--- config.mk ---
export PLATFORM = sky130hd
export DESIGN_NAME = halton_seq_gen
export DESIGN_NICKNAME = d
export VERILOG_FILES = /design/src/rtl/halton_pkg.sv /design/src/rtl/mod_cnt_base.sv /design/src/rtl/halton_seq_gen.sv
export SDC_FILE = /design/constraint.sdc
export NUM_CORES = 1
export LEC_CHECK = 0
export CORE_MARGIN = 2
export CORE_UTILIZATION = 55
export CTS_BUF_LIST = sky130_fd_sc_hd__clkbuf_2
export DETAILED_ROUTE_END_ITERATION = 10
export DONT_BUFFER_PORTS = 1
export GPL_ROUTABILITY_DRIVEN = 0
export PLACE_DENSITY_LB_ADDON = 0.05
export SYNTH_ARGS = -nofsm -noshare
export SYNTH_HDL_FRONTEND = slang
export SYNTH_HIERARCHICAL = 1
export SYNTH_SLANG_ARGS = --single-unit
--- constraint.sdc ---
create_clock -name clk -period 12.7 [get_ports clk]
set_input_delay 3.81 -clock clk [delete_from_list [all_inputs] [get_ports clk]]
set_output_delay 3.81 -clock clk [all_outputs]
set_load 0.02 [all_outputs]
--- src/rtl/halton_pkg.sv ---
// halton_pkg: shared constants, helper functions and digit type for the Halton generator
package halton_pkg;

    localparam int MAX_BASE  = 16;
    localparam int MAX_DIG_W = $clog2(MAX_BASE);

    typedef logic [MAX_DIG_W-1:0] digit_t;

    function automatic int pow_int(input int base, input int exp);
        int r;
        r = 1;
        for (int k = 0; k < exp; k++) r = r * base;
        return r;
    endfunction

    function automatic int scramble_off(input int i, input int base);
        return (i + 1) % base;
    endfunction

endpackage

--- src/rtl/mod_cnt_base.sv ---
// mod_cnt_base: one modulo-BASE digit counter with carry in/out for ripple chaining
module mod_cnt_base
    import halton_pkg::*;
#(
    parameter int BASE  = 5,
    parameter int DIG_W = $clog2(BASE)
) (
    input  logic             clk,
    input  logic             rst_n,
    input  logic             clr,
    input  logic             cin,
    output logic [DIG_W-1:0] out,
    output logic             cout
);

    localparam logic [DIG_W-1:0] TOP = DIG_W'(BASE - 1);

    logic [DIG_W-1:0] cnt_q, cnt_d;

    // restart wins over counting; a digit at BASE-1 wraps to 0 when it advances
    always_comb cnt_d = clr ? '0 : !cin ? cnt_q : (cnt_q == TOP) ? '0 : cnt_q + 1'b1;

    // digit register with asynchronous clear
    always_ff @(posedge clk or negedge rst_n) begin
        if (!rst_n) cnt_q <= '0;
        else        cnt_q <= cnt_d;
    end

    assign out  = cnt_q;
    assign cout = cin & (cnt_q == TOP);

endmodule

--- src/rtl/halton_seq_gen.sv ---
// halton_seq_gen: radical-inverse (Halton) sequence generator built from chained mod-BASE digit counters.
// Define HALTON_SCRAMBLE_EN to add a per-digit additive scramble to the output value.
module halton_seq_gen
    import halton_pkg::*;
#(
    parameter int BASE   = 5,
    parameter int DIGITS = 4,
    parameter int DIG_W  = $clog2(BASE),
    parameter int OUT_W  = $clog2(pow_int(BASE, DIGITS))
) (
    input  logic                    clk,
    input  logic                    rst_n,
    input  logic                    en,
    input  logic                    clr,
    output logic [OUT_W-1:0]        out,
    output logic [DIGITS*DIG_W-1:0] digits,
    output logic                    cout
);

    if (BASE < 2 || BASE > MAX_BASE || DIGITS < 1) begin : g_bad_param
        $fatal(1, "halton_seq_gen: BASE must be 2..16 and DIGITS must be >= 1");
    end

    logic [DIGITS:0]  carry;
    logic [DIG_W-1:0] d  [DIGITS];
    logic [DIG_W-1:0] sd [DIGITS];
    logic [OUT_W-1:0] sum;

    assign carry[0] = en;

    for (genvar g = 0; g < DIGITS; g++) begin : g_dig
        mod_cnt_base #(
            .BASE (BASE),
            .DIG_W(DIG_W)
        ) u_cnt (
            .clk  (clk),
            .rst_n(rst_n),
            .clr  (clr),
            .cin  (carry[g]),
            .out  (d[g]),
            .cout (carry[g+1])
        );
        assign digits[g*DIG_W +: DIG_W] = d[g];
`ifdef HALTON_SCRAMBLE_EN
        localparam logic [DIG_W:0] OFF = (DIG_W+1)'(scramble_off(g, BASE));
        localparam logic [DIG_W:0] MOD = (DIG_W+1)'(BASE);
        logic [DIG_W:0] s;
        assign s     = {1'b0, d[g]} + OFF;
        assign sd[g] = (s >= MOD) ? DIG_W'(s - MOD) : s[DIG_W-1:0];
`else
        assign sd[g] = d[g];
`endif
    end

    // digit i is weighted by the constant BASE**(DIGITS-1-i), reversing the index digits
    always_comb begin
        sum = '0;
        for (int i = 0; i < DIGITS; i++) sum = sum + OUT_W'(sd[i]) * OUT_W'(pow_int(BASE, DIGITS - 1 - i));
    end

    assign out  = sum;
    assign cout = carry[DIGITS] & rst_n & ~clr;

endmodule

==> results of run 1 <==
[routing by layer]
layer | vias up | share of wire [%] | GRT usage, %
met5 | - | 0 | 0
met4 | 0 | 1.4 | 6.99
met3 | 7 | 4.0 | 2.28
met2 | 26 | 53 | 33.8
met1 | 618 | 42 | 19.5
li1 | 644 | - | -
[critical path, cell delays in order]
cell and delay [ps]:
and3_2 220, and3_2 260, and3_2 260, and3_2 180
nand2_1 50, nor2_1 300
[cells in the final DEF, fill, tap and decap left out, types with 2 or more instances in the layout]
cell	netlist	routed
fa_1	15	15
xor2_1	3	3
nand2_1	7	7
dfrtp_1	12	12
mux2i_1	5	5
a21oi_1	11	11
and3_2	4	4
clkbuf_2	0	3
a21o_1	2	2
nor2_1	10	10
o211a_1	4	4
nand2b_1	4	4
nor3_2	4	4
inv_1	45	45
nand3_1	6	6
xnor2_1	12	12
ha_1	40	40
nor3_1	3	3
[cell type report]
type	count	area, um^2	share of cell area [%]
Clock inverter	1	3.75	0.194
Tap cell	46	57.6	2.98
Inverter	45	169	8.75
Multi-Input combinational cell	139	1390	71.7
Sequential cell	12	300	15.6
Clock buffer	3	15.0	0.778
[synthesized netlist by cell type]
library cell,count
nor2b_1,1
xnor2_1,12
fa_1,15
a31oi_1,1
a211oi_2,1
o211a_1,4
nand2_1,7
nand3_1,6
xor2_1,3
and4_2,1
a221oi_2,1
dfrtp_1,12
nor2_1,10
mux2i_1,5
inv_1,45
nor3_2,4
and3_2,4
a21oi_1,11
nor3_1,3
o211ai_1,1
nand2b_1,4
nand3b_1,1
ha_1,40
a21o_1,2
o21bai_1,1
o41ai_2,1
[through the flow]
| step | total power, W | hold slack [ps] | setup WS (ps) |
|---|---|---|---|
| 2_1_floorplan | 0.0000726 | 673 | 3910 |
| 3_3_place_gp | 0.0000764 | 711 | 3840 |
| 3_5_place_dp | 0.0000776 | 739 | 3830 |
| 4_1_cts | 0.0000971 | 752 | 3820 |
| 5_1_grt | 0.000103 | 794 | 3710 |
| 6_report | 0.0000949 | 746 | 3820 |
[logic make-up (layout without fill, tap and decap cells)]
logic type,count (synthesis),in the layout,synth area share (%)
flops,12,12,16.2
simple gates,41,41,12.3
xor+xnor,15,15,7.09
mux,5,5,2.70
buf+inv,45,49,9.11
fa+ha+maj,55,55,43.2
compound gates,23,23,9.45
[worst paths after layout]
kind	startpoint	endpoint	slack, ps	cells past startpoint
max	en	cout	3820	6
min	g_dig[3].u_cnt/out[0]	g_dig[3].u_cnt/out[0]	750	2
max in group asynchronous	rst_n	g_dig[2].u_cnt/out[2]	9400	0
min reg2reg	g_dig[3].u_cnt/out[0]	g_dig[3].u_cnt/out[0]	750	2
min in group asynchronous	rst_n	g_dig[1].u_cnt/out[2]	3230	0
max reg2reg	g_dig[0].u_cnt/out[0]	g_dig[3].u_cnt/out[0]	10400	7
[power breakdown]
group          switching [W]  total (W)  internal (W)
clock network      0.0000118  0.0000187    0.00000684
registers         0.00000260  0.0000413     0.0000387
logic              0.0000220  0.0000350     0.0000130
total              0.0000364  0.0000949     0.0000585
==> results.md, run 1 <==
Clock network:
- The clock passes through at most 2 buffers.
- Clock-pin slew was measured on the worst setup and hold paths at approximately 100 ps.
- The total of hold buffers inserted after clock tree synthesis is 0.
- Clock tree synthesis found a total of 12 sinks.
- In this run, post-CTS repair resized a total of 0 instances.
- The TritonCTS clock tree is done.
- The tree is rooted in a clkbuf_2.
- The later-pin clock latency in the skew report is 260 ps.
- After clock tree synthesis, the setup repair step added 0 buffers.
- Clock tree synthesis inserted a total of 3 buffers.
- The number of levels the H-tree was split into is 1.

Place:
- The count of buffers inserted at the top-level ports is 0.
- The count of placed standard cells including taps is around 240.
- Summed over all nets, the half-perimeter wirelength after detailed placement is approximately 2.7 mm.
- The area after detailed placement is 1910 um^2.

Timing:
- Setup repair after global routing left no endpoint under its margin.
- The maximum frequency from static timing analysis is 0.113 GHz.
- The post-layout minimum cycle time is 8880 ps.
- At the pin with the least slew margin, the transition time is about 620 ps.
- The number of pins with negative max-slew slack in the final report is 0.
- Setup violations remaining at the end of the flow were counted as 0.
- The clock tree skew after final layout is 7.73 ps.
- In the final timing run, aggregate negative setup slack is 0 ps.
- The fraction of the cycle the final worst path needs is 70.0%.
- The hold violation total from the final report was 0.
- The worst slew margin relative to its limit is between 50% and 60%.

Yosys:
- For this run, the register share of the synthesized area comes to 16.2%.
- Yosys printed 6 warnings.
- The number of nets handed over by synthesis was approximately 260.
- After synthesis, the cell types taking the most area are ha_1, dfrtp_1, fa_1.
- The cell area after synthesis is roughly 1900 um^2.
- The share of the synthesized area in the top cell type is between 20% and 30%.
- The cell type with the largest total area after synthesis is ha_1.
- Synthesis produced 196 cells.
- The average instance area after synthesis is 9.46 um^2.
- In this run, synthesis produced a sequential element count of 12.
- The number of distinct library cells after synthesis is 26.

Global routing:
- The via count of the first global-routing pass is ~1.2k.
- Entering global routing, the biggest net connects 14 pins.
- The initial antenna violation count is 0.
- The first global-routing pass estimated 5.00 mm of wire.
- The overall routing resource usage is about 18%.
- The final global-route overflow total is 0.

Cells and area:
- The fill cell instance count of the final layout is around 290.
- In the final layout, the share of cells above drive strength 1 is 7.50%.
- The final layout net count is 260.
- The number of cells in the finished layout apart from fillers is 246.
- The number of flip-flops under the largest register name is 12.
- The area growth from synthesis to layout is 4.12%.
- 0 antenna diodes ended up in the layout.
- With fillers left out, the area of the finished cells amounts to between 1500 and 2000 um^2.
- The share of the core filled with cells is about three fifths.

Setup path:
- Of all nets on the critical path, the largest fanout is 6.
- At the worst endpoint, the required time is 8890 ps.
- The worst setup path is launched from a primary input.
- STA classifies the critical path endpoint as a primary output.
- The data arrival time at the worst-slack endpoint is just over 5000 ps.
- The kind of critical path is primary input to primary output.

Die:
- The standard-cell row count is 21.
- The horizontal die dimension is 62.1 um.
- The effective utilization at floorplan is 56.5%.
- From bottom edge to top edge, the die measures 62.1 um.
- The number of top-level design ports is 27.
- The core region is 3280 um^2.
- The die covers 3850 um^2.

Run:
- The tool flagged a number of max-cap violations equal to 0.

Route:
- The number of nets with antenna violations after routing is 0.
- The total detailed-routing wirelength is 3.19 mm.
- The DRC violation total after the first TritonRoute iteration is 24.
- The number of vias in the routed layout is 1295.
- The first detailed-routing pass took 4 iterations.
- The residual DRC count is 0.
- The wire length per cell is 13.0 um.
- The vias per cell is between 5 and 6.

Pwr:
- In this run the static leakage power is 1.08 nW.
- The highest ir drop seen on vdd is 0.0000509 V.
- The total power per unit cell area is approximately 50 nW/um^2.

Status:
- The run finished with clean final reports.

Hold path:
- In this run the worst hold path is classified as register to register.
No activity file was read; power rests on OpenSTA's default activity.
==> run 2: changes to the inputs <==
==> constraint.sdc (replaced) <==
create_clock -name clk -period 7.2 [get_ports clk]
set_input_delay 2.16 -clock clk [delete_from_list [all_inputs] [get_ports clk]]
set_output_delay 2.16 -clock clk [all_outputs]
set_load 0.02 [all_outputs]
==> results.md, run 2 (synthesis gave the netlist of run 1 again) <==
Global routing:
- The wire length of the first global-routing pass is 5.06 mm (+1.2%).
- The overall routing resource usage is 17.8% (+0.13 points).
- The final global-route overflow total is 0 (unchanged).
- The initial antenna violation count is 0 (unchanged).
- The pin count of the biggest net entering global routing came to 14 (unchanged).
- The via count of the first global-routing pass is 1192 (-2.5%).

Route:
- The number of vias in the routed layout is 1302 (+0.54%).
- The residual DRC count was 0 (unchanged).
- The vias per cell came to 5.31 (+0.95%).
- The total detailed-routing wirelength is 3.20 mm (+0.53%).
- The number of nets with antenna violations after routing is 0 (unchanged).
- The DRC violation total after the first TritonRoute iteration is 23 (-4.2%).
- The number of iterations in the first detailed-routing pass is 4 (unchanged).
- The wire length per cell is 13.1 um (+0.94%).

Pwr:
- The total power is 0.000167 W (+76%).
- The leakage power is 1.08 nW (-0.14%).
- The highest ir drop seen on vdd was 0.0000580 V (+14%).
- The total power per unit cell area came to 86.5 nW/um^2 (+76%).

Clock network:
- The later-pin clock latency in the skew report is 260 ps (about the same).
- The TritonCTS clock tree is done.
- The worst-case clock buffer depth is 2 (unchanged).
- The number of buffers added for setup after CTS is 0 (unchanged).
- The clock transition at the register clock pins on the worst setup and hold paths after CTS came to 110 ps (about the same).
- The buffer cell driving the clock tree root is clkbuf_2.
- The total of cells resized after clock tree synthesis is 0 (unchanged).
- The number of buffers created by CTS is 3 (unchanged).
- The number of levels the H-tree was split into is 1 (unchanged).
- The number of clock sinks was 12 (unchanged).
- The total of hold buffers inserted after clock tree synthesis came to 0 (unchanged).

Cells and area:
- The number of flip-flops under the largest register name is 12 (unchanged).
- The area growth from synthesis to final layout is 3.91%.
- The proportion of layout cells with a drive suffix above 1 is 7.54% (+0.038 points).
- The number of diodes added for antenna fixing was 0 (unchanged).
- The most common cell after layout, fill and taps aside is inv_1.
- The number of cells in the finished layout apart from fillers is 245 (-0.41%).
- The share of the core filled with cells is 58.7% (-0.11 points).
- The fill cell instance count of the final layout is 312 (+8.7%).
- The final layout net count is 260 (unchanged).
- Leaving out fill and tap cells, the most frequent cells in the layout are inv_1, ha_1, fa_1, xnor2_1, dfrtp_1.

Die:
- The die outline height came to 62.1 um (unchanged).
- The total core area is 3280 um^2 (unchanged).
- The standard-cell row count came to 21 (unchanged).
- The effective utilization at floorplan is 56.5% (unchanged).
- The number of top-level design ports is 27 (unchanged).
- The horizontal die dimension came to 62.1 um (unchanged).
- The full die area is 3850 um^2 (unchanged).

Timing:
- The final count of negative-setup-slack endpoints is 0 (unchanged).
- The worst-margin pin slew is 584 ps (-34.9 ps).
- The final total negative setup slack is 0 ps (unchanged).
- The hold violation total from the final report was 0 (unchanged).
- After layout, the minimum clock period comes to 6460 ps.
- The clock tree skew after final layout is 5.52 ps (-2.21 ps).
- Static timing analysis puts the maximum clock frequency at 0.155 GHz.
- The worst slew margin relative to its limit is 61.1% (+2.3 points).
- The fraction of the cycle the final worst path needs is 89.8%.
- Setup repair after global routing left no endpoint under its margin.
- The number of pins with negative max-slew slack in the final report is 0 (unchanged).

Setup path:
- The largest fanout of any net on the critical path came to 12 (+6).
- The data required time at the worst endpoint came to 5040 ps (-3850 ps).
- STA classifies the critical path endpoint as a primary output.
- The data arrival time at the worst-slack endpoint came to 4300 ps (-770 ps).
- The worst setup path is of the register to primary output kind.
- The category of the worst setup path launch point is a register.

Place:
- The detailed placer's ending HPWL is 2.71 mm (+0.11%).
- The count of placed standard cells including taps is 242 (unchanged).
- The count of buffers inserted at the top-level ports was 0 (unchanged).

Run:
- The max-cap check violation count is 0 (unchanged).

Hold path:
- The tightest min-delay check is of the register to register type.

Status:
- The flow ran to the end, and the final reports show no timing, DRC or antenna violations.
-- run 2: path summary, 6_finish.rpt --
check	startpoint	end	slack, ps	cells past startpoint
max	g_dig[0].u_cnt/out[0]	out[7]	740	12
min	g_dig[3].u_cnt/out[0]	g_dig[3].u_cnt/out[0]	740	2
max reg2reg	g_dig[0].u_cnt/out[0]	g_dig[3].u_cnt/out[0]	4950	7
min reg2reg	g_dig[3].u_cnt/out[0]	g_dig[3].u_cnt/out[0]	740	2
max in group asynchronous	rst_n	g_dig[0].u_cnt/out[2]	5550	0
min in group asynchronous	rst_n	g_dig[2].u_cnt/out[0]	1580	0
-- run 2: worst max-delay path, stage by stage (launching register included) --
cell and delay [ps]:
dfrtp_1 730, inv_1 200, fa_1 540, xnor2_1 160, fa_1 480, inv_1 50, fa_1 520, inv_1 50
ha_1 330, nor2_1 60, a211oi_2 340, a31oi_1 160, xnor2_1 420
-- run 2: power by group --
part | total (W) | switching, W | internal (W)
clock | 0.0000323 | 0.0000210 | 0.0000114
sequential | 0.0000727 | 0.00000452 | 0.0000682
combinational | 0.0000615 | 0.0000387 | 0.0000229
-- run 2: stage by stage --
stage	setup slack (ps)	hold WS [ps]	instance area, um^2
after floorplan	1270	673	1850
after global placement	1080	703	1910
after detailed placement	986	715	1910
after CTS	671	734	1930
after global routing	355	764	1930
final	735	741	1930
-- run 2: metal layers --
layer  vias to the layer above  track usage, %  routed length [um]
li1                        650               -                   -
met1                       634            21.1                1350
met2                        16            33.5                1750
met3                         2            1.86                  88
met4                         0            5.47                  10
met5                         -               0                   0
-- run 2: area by class of cell --
type                            count  area [um^2]  area share [%]
Clock buffer                        3         15.0           0.779
Inverter                           45          169            8.77
Multi-Input combinational cell    139         1390            71.9
Sequential cell                    12          300            15.6
Tap cell                           46         57.6            2.99
